<file path="config.mk">
export PLATFORM = sky130hd
export DESIGN_NAME = writeback_unit
export DESIGN_NICKNAME = d
export VERILOG_FILES = /design/src/rtl/writeback_unit_pkg.sv /design/src/rtl/writeback_unit_load_aligner.sv /design/src/rtl/writeback_unit.sv
export SDC_FILE = /design/constraint.sdc
export NUM_CORES = 1
export LEC_CHECK = 0
export BUFFER_PORTS_ARGS = -buffer_cell sky130_fd_sc_hd__buf_2
export CAP_MARGIN = 15
export CORE_MARGIN = 3
export CORE_UTILIZATION = 45
export DETAILED_ROUTE_END_ITERATION = 10
export PLACE_DENSITY = 0.82
export SYNTH_ARGS = -nofsm -noshare
export SYNTH_HDL_FRONTEND = slang
export SYNTH_SLANG_ARGS = --single-unit
</file>
<file path="constraint.sdc">
create_clock -name clk -period 3.5 [get_ports clk]
set_clock_uncertainty 0.15 [all_clocks]
set_input_delay 0.7 -clock clk [delete_from_list [all_inputs] [get_ports clk]]
set_output_delay 0.7 -clock clk [all_outputs]
set_load 0.05 [all_outputs]
</file>
<file path="src/rtl/writeback_unit_pkg.sv">
// Shared types and constants for the WB stage of the RV32I pipeline.
package writeback_unit_pkg;

    localparam int unsigned XLEN       = 32;
    localparam int unsigned NREG       = 32;
    localparam int unsigned REG_ADDR_W = 5;

    // Load funct3 encodings
    localparam logic [2:0] F3_LB  = 3'b000;
    localparam logic [2:0] F3_LH  = 3'b001;
    localparam logic [2:0] F3_LW  = 3'b010;
    localparam logic [2:0] F3_LBU = 3'b100;
    localparam logic [2:0] F3_LHU = 3'b101;

    typedef enum logic {
        WB_SEL_ALU  = 1'b0,
        WB_SEL_LOAD = 1'b1
    } wb_sel_e;

    // MEM/WB pipeline register contents
    typedef struct packed {
        logic                  valid;
        logic                  reg_write;
        logic [REG_ADDR_W-1:0] rd;
        wb_sel_e               wb_sel;
        logic [2:0]            funct3;
        logic [XLEN-1:0]       alu_result;
    } mem_wb_t;

endpackage

</file>
<file path="src/rtl/writeback_unit_load_aligner.sv">
// Selects and extends the addressed byte/halfword of a load word.
module writeback_unit_load_aligner
    import writeback_unit_pkg::*;
(
    input  logic [2:0]      funct3,
    input  logic [1:0]      offset,
    input  logic [XLEN-1:0] word,
    output logic [XLEN-1:0] data
);

    logic [7:0]  byte_v;
    logic [15:0] half_v;

    // Lane select, then sign/zero extension by load type
    always_comb begin
        byte_v = word[{offset, 3'b000} +: 8];
        half_v = offset[1] ? word[31:16] : word[15:0];
        case (funct3)
            F3_LB:   data = {{(XLEN - 8){byte_v[7]}}, byte_v};
            F3_LH:   data = {{(XLEN - 16){half_v[15]}}, half_v};
            F3_LW:   data = word;
            F3_LBU:  data = {{(XLEN - 8){1'b0}}, byte_v};
            F3_LHU:  data = {{(XLEN - 16){1'b0}}, half_v};
            default: data = word;
        endcase
    end

endmodule

</file>
<file path="src/rtl/writeback_unit.sv">
// WB stage: MEM/WB register, load alignment, register file write port,
// same-cycle operand bypass and the pending-write scoreboard for RAW stalls.
module writeback_unit
    import writeback_unit_pkg::*;
(
    input  logic                  clk,
    input  logic                  rst,
    input  logic                  mem_valid,
    input  logic                  mem_reg_write,
    input  logic [REG_ADDR_W-1:0] mem_rd_addr,
    input  logic                  mem_wb_sel,
    input  logic [2:0]            mem_funct3,
    input  logic [XLEN-1:0]       mem_alu_result,
    input  logic [XLEN-1:0]       dm_rdata,
    input  logic                  id_issue,
    input  logic [REG_ADDR_W-1:0] id_rd_addr,
    input  logic [REG_ADDR_W-1:0] id_rs1_addr,
    input  logic [REG_ADDR_W-1:0] id_rs2_addr,
    input  logic [XLEN-1:0]       RS1Data,
    input  logic [XLEN-1:0]       RS2Data,
    input  logic                  kill_valid,
    input  logic [REG_ADDR_W-1:0] kill_rd_addr,
    output logic                  RegWrite,
    output logic [REG_ADDR_W-1:0] WB_rd_addr,
    output logic [XLEN-1:0]       WB_rd_data,
    output logic [XLEN-1:0]       op_rs1_data,
    output logic [XLEN-1:0]       op_rs2_data,
    output logic                  id_stall
);

    mem_wb_t         wb_q;
    logic [NREG-1:0] busy_q;
    logic [NREG-1:0] busy_d;
    logic [XLEN-1:0] load_data;
    logic            haz1;
    logic            haz2;

    // MEM/WB register; mem_valid=0 simply captures a bubble
    always_ff @(posedge clk or posedge rst) begin
        if (rst) begin
            wb_q <= '0;
        end else begin
            wb_q.valid      <= mem_valid;
            wb_q.reg_write  <= mem_reg_write;
            wb_q.rd         <= mem_rd_addr;
            wb_q.wb_sel     <= wb_sel_e'(mem_wb_sel);
            wb_q.funct3     <= mem_funct3;
            wb_q.alu_result <= mem_alu_result;
        end
    end

    writeback_unit_load_aligner u_load_aligner (
        .funct3 (wb_q.funct3),
        .offset (wb_q.alu_result[1:0]),
        .word   (dm_rdata),
        .data   (load_data)
    );

    // Register file write port and bypass of the same-cycle write
    always_comb begin
        RegWrite    = wb_q.valid & wb_q.reg_write & (wb_q.rd != '0);
        WB_rd_addr  = wb_q.rd;
        WB_rd_data  = (wb_q.wb_sel == WB_SEL_LOAD) ? load_data : wb_q.alu_result;
        op_rs1_data = (RegWrite && (WB_rd_addr == id_rs1_addr) && (id_rs1_addr != '0)) ?
                      WB_rd_data : RS1Data;
        op_rs2_data = (RegWrite && (WB_rd_addr == id_rs2_addr) && (id_rs2_addr != '0)) ?
                      WB_rd_data : RS2Data;
    end

    // Scoreboard next state: clears first so a same-address issue wins
    always_comb begin
        busy_d = busy_q;
        if (RegWrite) begin
            busy_d[WB_rd_addr] = 1'b0;
        end
        if (kill_valid) begin
            busy_d[kill_rd_addr] = 1'b0;
        end
        if (id_issue && (id_rd_addr != '0)) begin
            busy_d[id_rd_addr] = 1'b1;
        end
        busy_d[0] = 1'b0;
    end

    // Scoreboard state
    always_ff @(posedge clk or posedge rst) begin
        if (rst) begin
            busy_q <= '0;
        end else begin
            busy_q <= busy_d;
        end
    end

    // RAW stall; a producer in WB this cycle is bypassed instead
    always_comb begin
        haz1     = busy_q[id_rs1_addr] & ~(RegWrite & (WB_rd_addr == id_rs1_addr));
        haz2     = busy_q[id_rs2_addr] & ~(RegWrite & (WB_rd_addr == id_rs2_addr));
        id_stall = haz1 | haz2;
    end

endmodule

</file>
* After elaboration in Yosys (flattened, before gate mapping)
Cells that the tools add are included.
Storage, ports and cells: flip-flop bits (word level) 74, output and inout bits 103, logic and storage cells 66
Cells by class: order comparisons 8, equal/unequal tests 5, shift operators 1, multiplexer cells 18, bitwise operators 14, reduce and logical (&&, ||, !) cells 13
Operator list (count):
- 32-bit 2-to-1 mux | 6
- 32-bit one-hot mux with 4 select lines | 1
- 32-bit bitwise AND | 2
- 32-bit NOT | 2
- 32-bit bitwise OR | 1
- 32-bit by 6-bit variable part select with 8-bit output | 1
- 5-bit by 6-bit less-than comparator with 1-bit output, second input constant | 5
- 5-bit nonzero test | 4
- 16-bit 2-to-1 mux | 1
- 1-bit demux with 5-bit select | 3
- 5-bit by 1-bit greater-or-equal comparator with 1-bit output, second input constant | 3
- 1-bit binary-select mux with 5-bit select | 2
- 5-bit == test | 2
- 1-bit logical AND | 8
- 1-bit bitwise AND | 6
- 3-bit == test, second input constant | 2
- 1-bit 2-to-1 mux | 5
- 3-bit by 1-bit == test with 1-bit output, second input constant | 1
- 3-bit logical NOT | 1
- 1-bit NOT | 2
- 1-bit bitwise OR | 1

* Depth between registers and ports, before layout
depth in word-level cells 11, depth in mapped cells 8, depth with buffers taken out 5

* By module
From an unflattened synthesis, not the netlist that was laid out.
Second synthesis, totals: cell total of the unflattened synthesis 592, area total of the unflattened synthesis 5163.7 sq um
Modules (own cells, without submodules):
- writeback_unit | times used 1, cells each 474, area each 4403.0 sq um
- writeback_unit_load_aligner | times used 1, cells each 118, area each 760.7 sq um

* Worst setup path after synthesis
Ideal clock, no wire load.
path kind reg-to-output, start point reg wb_q, in the netlist WB_rd_addr[2], end point out op_rs1_data[16], arrival 3.247 ns, data required time 2.650 ns, path slack -0.597 ns, stages on the path, launching flop included 8, buffers on the path 3, path through dfrtp_1 -> buf_2 -> nor3_1 -> a21oi_1 -> nand4_1 -> buf_2 -> clkbuf_1 -> o21ai_0
Between the ends: cells in the longest elaborated chain, start to end 5
Ends and longest elaborated chain:
- start: declaration | line writeback_unit.sv:31 | mem_wb_t wb_q;
- 5-bit nonzero test | line writeback_unit.sv:61 | RegWrite = wb_q.valid & wb_q.reg_write & (wb_q.rd != '0);
- 1-bit bitwise AND | line writeback_unit.sv:61
- named net RegWrite | line writeback_unit.sv:23 | output logic RegWrite,
- 1-bit logical AND (2 in a row) | line writeback_unit.sv:64 | op_rs1_data = (RegWrite && (WB_rd_addr == id_rs1_addr) && (id_rs1_addr != '0)) ?
- 32-bit 2-to-1 mux | line writeback_unit.sv:64
- end: declaration | line writeback_unit.sv:26 | output logic [XLEN-1:0] op_rs1_data,
The timed path passes the listed nets, and every way through them passes these cells.

* Worst setup path after layout
start point reg, netlist name wb_q[32], end point out op_rs2_data[3]
Between the ends: cells in the longest elaborated chain, start to end 4
Ends and longest elaborated chain:
- 3-bit == test, or another cell as far along | line writeback_unit_load_aligner.sv:18 | case (funct3)
- 32-bit one-hot mux with 4 select lines (*) | line writeback_unit_load_aligner.sv:18
- 32-bit 2-to-1 mux (*) | line writeback_unit.sv:63 | WB_rd_data = (wb_q.wb_sel == WB_SEL_LOAD) ? load_data : wb_q.alu_result;
- 32-bit 2-to-1 mux (*) | line writeback_unit.sv:66 | op_rs2_data = (RegWrite && (WB_rd_addr == id_rs2_addr) && (id_rs2_addr != '0)) ?
- end: declaration | line writeback_unit.sv:27 | output logic [XLEN-1:0] op_rs2_data,
Every way passes the cells marked *; elsewhere a longest branch is shown, timed or not.

==> summary.json <==
{
  "p_per_area": {"value": 415, "unit": "nW/um2"},
  "mostFrequentLayoutCell": {"value": "buf_2"},
  "synth_top_area_share": {"value": 37.0, "unit": "%"},
  "hp-class": {"value": "in2async"},
  "synthesis.yosys.warnings": {"value": 0},
  "crit_path_cell_trace": {"value": "nand2b_1 > mux2i_1 > o221ai_1 > o21ai_0 > mux2_2 > buf_2"},
  "timing.critical_path.required": {"value": 2650, "unit": "ps"},
  "criticalPathCategory": {"value": "reg2out"},
  "final_antenna_net_count": {"value": 0},
  "placement_rows": {"value": 37},
  "ir_drop": {"value": 0.000272, "unit": "V"},
  "cts-buffers-inserted": {"value": 9},
  "filler_cell_count": {"value": 912},
  "rr_worst_depth": {"value": 4},
  "tritoncts_num_sinks": {"value": 74},
  "synth_compound_area_share": {"value": 22.2, "unit": "%"},
  "slew_headroom": {"value": 54.8, "unit": "%"},
  "flow.area_growth_from_synthesis": {"value": 33.2, "unit": "%"},
  "grt_pass1_wl": {"value": 32400, "unit": "um"},
  "worst_path_largest_cell_delay": {"value": 550, "unit": "ps"},
  "floorplan.die.width": {"value": 111, "unit": "um"},
  "setup_tns": {"value": 0, "unit": "ps"},
  "synth_area": {"value": 5010, "unit": "um2"},
  "dpl.hpwl": {"value": 17100, "unit": "um"},
  "cts_tree": {"value": "yes"},
  "unrepaired_setup_endpoints_after_global_routing": {"value": "no"},
  "grt_remaining_overflow": {"value": 0},
  "yosys.area_share.xor_xnor": {"value": 1.75, "unit": "%"},
  "layout.cells.most_common_list": {"value": "buf_2, dfrtp_1, nor2_1"},
  "chipHeight": {"value": 111, "unit": "um"},
  "critical_path.reg2reg.endpoint": {"value": "busy_q[13]"},
  "crit_path_setup_slack_layout": {"value": 117, "unit": "ps"},
  "port_buffers": {"value": 265},
  "routed_wirelength": {"value": 21600, "unit": "um"},
  "num-nets-final": {"value": 940},
  "synth_top_family_by_area": {"value": "compound AO/OA/AOI/OAI gates"},
  "worstSetupStartpointType": {"value": "flop"},
  "synth.net_count": {"value": 691},
  "io_pins": {"value": 266},
  "finalSetupViolations": {"value": 0},
  "worstSkewPairLatency": {"value": 350, "unit": "ps"},
  "floorplan.initialDensity": {"value": 47.4, "unit": "%"},
  "post_synth_mux_area_share": {"value": 18.2, "unit": "%"},
  "antenna_violations_before_repair": {"value": 2},
  "synth.avg_cell_area": {"value": 9.48, "unit": "um2"},
  "p_leak": {"value": 0.00322, "unit": "uW"},
  "asyncSetResetFlopFracSynth": {"value": 100, "unit": "%"},
  "place_congestion": {"value": 1.04},
  "crit_end_element": {"value": "output port"},
  "grt_start_max_net_pins": {"value": 51},
  "report.final.hold_viol_count": {"value": 0},
  "synth_sequential_area_ratio": {"value": 37.0, "unit": "%"},
  "via_count": {"value": 5602},
  "timing.critical_path.slowest_stage_cell": {"value": "dfrtp_1"},
  "cts.path.max_buffers": {"value": 2},
  "viasPerCell": {"value": 6.10},
  "post_synth_num_cell_types": {"value": 50},
  "floorplan.die_area": {"value": 12400, "unit": "um2"},
  "synthTopCellsByArea": {"value": "dfrtp_1, mux2_2, o221ai_1"},
  "ys_ff_latch": {"value": 74},
  "post_dp_cell_area": {"value": 6440, "unit": "um2"},
  "remaining_drc_errors": {"value": 0},
  "root_buffer": {"value": "clkbuf_8"},
  "clk_pin_slew_worst_paths": {"value": 80, "unit": "ps"},
  "multi_input_comb_area": {"value": 2830, "unit": "um2"},
  "rr_startpoint": {"value": "WB_rd_addr[4]"},
  "synth_enable_flop_cells": {"value": 0},
  "area.sequential": {"value": 1850, "unit": "um2"},
  "post_synth_and_or_nand_nor_area_fraction": {"value": 14.2, "unit": "%"},
  "final_max_slew_viol_count": {"value": 0},
  "synthAdderAreaFrac": {"value": 0, "unit": "%"},
  "timing.max_cap.violations": {"value": 0},
  "drive_above_1_share": {"value": 46.9, "unit": "%"},
  "grt_resource_usage_total": {"value": 33.5, "unit": "%"},
  "cts_htree_levels": {"value": 3},
  "critical_path_arrival": {"value": 2530, "unit": "ps"},
  "finalCriticalPeriod": {"value": 3380, "unit": "ps"},
  "worstPathMaxFanout": {"value": 11},
  "dpl_worst_slack": {"value": -31.8, "unit": "ps"},
  "tightestPinTransition": {"value": 674, "unit": "ps"},
  "detail_route.iter0.violations": {"value": 729},
  "postCtsHoldBufs": {"value": 0},
  "most_used_flip_flop_cell_after_synthesis": {"value": "dfrtp_1"},
  "max_clock_freq": {"value": 296, "unit": "MHz"},
  "core-area": {"value": 10600, "unit": "um2"},
  "rrSetupSlack": {"value": 1770, "unit": "ps"},
  "synthCells": {"value": 528},
  "first_global_vias": {"value": 5503},
  "final.period_utilization": {"value": 96.6, "unit": "%"},
  "wire_per_inst": {"value": 23.5, "unit": "um"},
  "post-route-cell-area": {"value": 6670, "unit": "um2"},
  "post-synth-top-area-cell": {"value": "dfrtp_1"},
  "status": {"value": "finished, final reports clean"},
  "drt_pre_antenna_iters": {"value": 6}
}
==> cells in the mapped netlist, drive strengths merged (14+ instances only) <==
| master | number |
|---|---|
| a21oi | 26 |
| a221oi | 16 |
| buf | 24 |
| clkbuf | 19 |
| dfrtp | 74 |
| inv | 27 |
| mux2 | 37 |
| mux2i | 20 |
| nand2 | 35 |
| nand3b | 14 |
| nor2 | 46 |
| o21ai | 55 |
| o221ai | 37 |
==> critical path: cells and delay by family, from the launching register on <==
family	cells	cell delay [ps]
compound gates	2	380
buf+inv	1	280
flops	1	550
mux	2	510
simple gates	1	470
==> layout make-up <==
cell class | instances | area share (%)
Multi-Input combinational cell | 381 | 42.4
Sequential cell | 74 | 27.8
Timing Repair Buffer | 281 | 22.7
Tap cell | 136 | 2.55
Clock buffer | 12 | 2.33
Inverter | 30 | 1.69
Clock inverter | 2 | 0.563
Antenna cell | 2 | 0.0750
==> worst max path at each step <==
stage               slack, ps              end     startpoint
finish                    120   op_rs2_data[3]       wb_q[32]
global route                8   op_rs2_data[3]        wb_q[1]
CTS                       180   op_rs2_data[9]  WB_rd_addr[2]
detailed placement        -30  op_rs2_data[18]   dm_rdata[31]
global placement           40  op_rs2_data[17]   dm_rdata[31]
floorplan                  40   op_rs2_data[7]   dm_rdata[23]
==> per-layer routing <==
layer	part of all wire, %	vias to the layer above	wire [um]	global-route usage [%]
met5	0	-	0	0
met4	3.6	0	774	12.6
met3	8.5	70	1840	7.07
met2	49	373	10600	55.5
met1	39	2699	8390	43.2
li1	-	2460	-	-
==> cell families (layout without fill, tap and decap cells) <==
family | after synthesis | in the layout
mux | 70 | 70
xor+xnor | 10 | 10
flops | 74 | 74
simple gates | 144 | 144
compound gates | 157 | 157
other cells | 0 | 2
buf+inv | 73 | 325
==> what timing repair did <==
action	in CTS	in global routing
setup endpoints to repair	33	1
gates resized for setup	0	1
buffers inserted	3	0
pin swaps	1	0
==> sequential cells by signal, summed over array words and instances, names as in the netlist <==
name        flops
wb_q           38
busy_q         31
WB_rd_addr      5
==> power by group <==
part	internal, uW	switching (uW)
combinational	366	667
sequential	965	98.0
clock	361	310
total	1690	1070
==> metrics by stage <==
step | util, % | total power (uW) | hold WS (ps) | cells
5_1_grt | 63.2 | 2880 | 273 | 918
2_1_floorplan | - | 1750 | 374 | 528
6_report | 63.2 | 2770 | 254 | 918
4_1_cts | 63.1 | 2760 | 256 | 916
3_3_place_gp | 61.0 | 2070 | 400 | 899
3_5_place_dp | 61.0 | 2090 | 419 | 899
(Power assumes the default switching activity.)
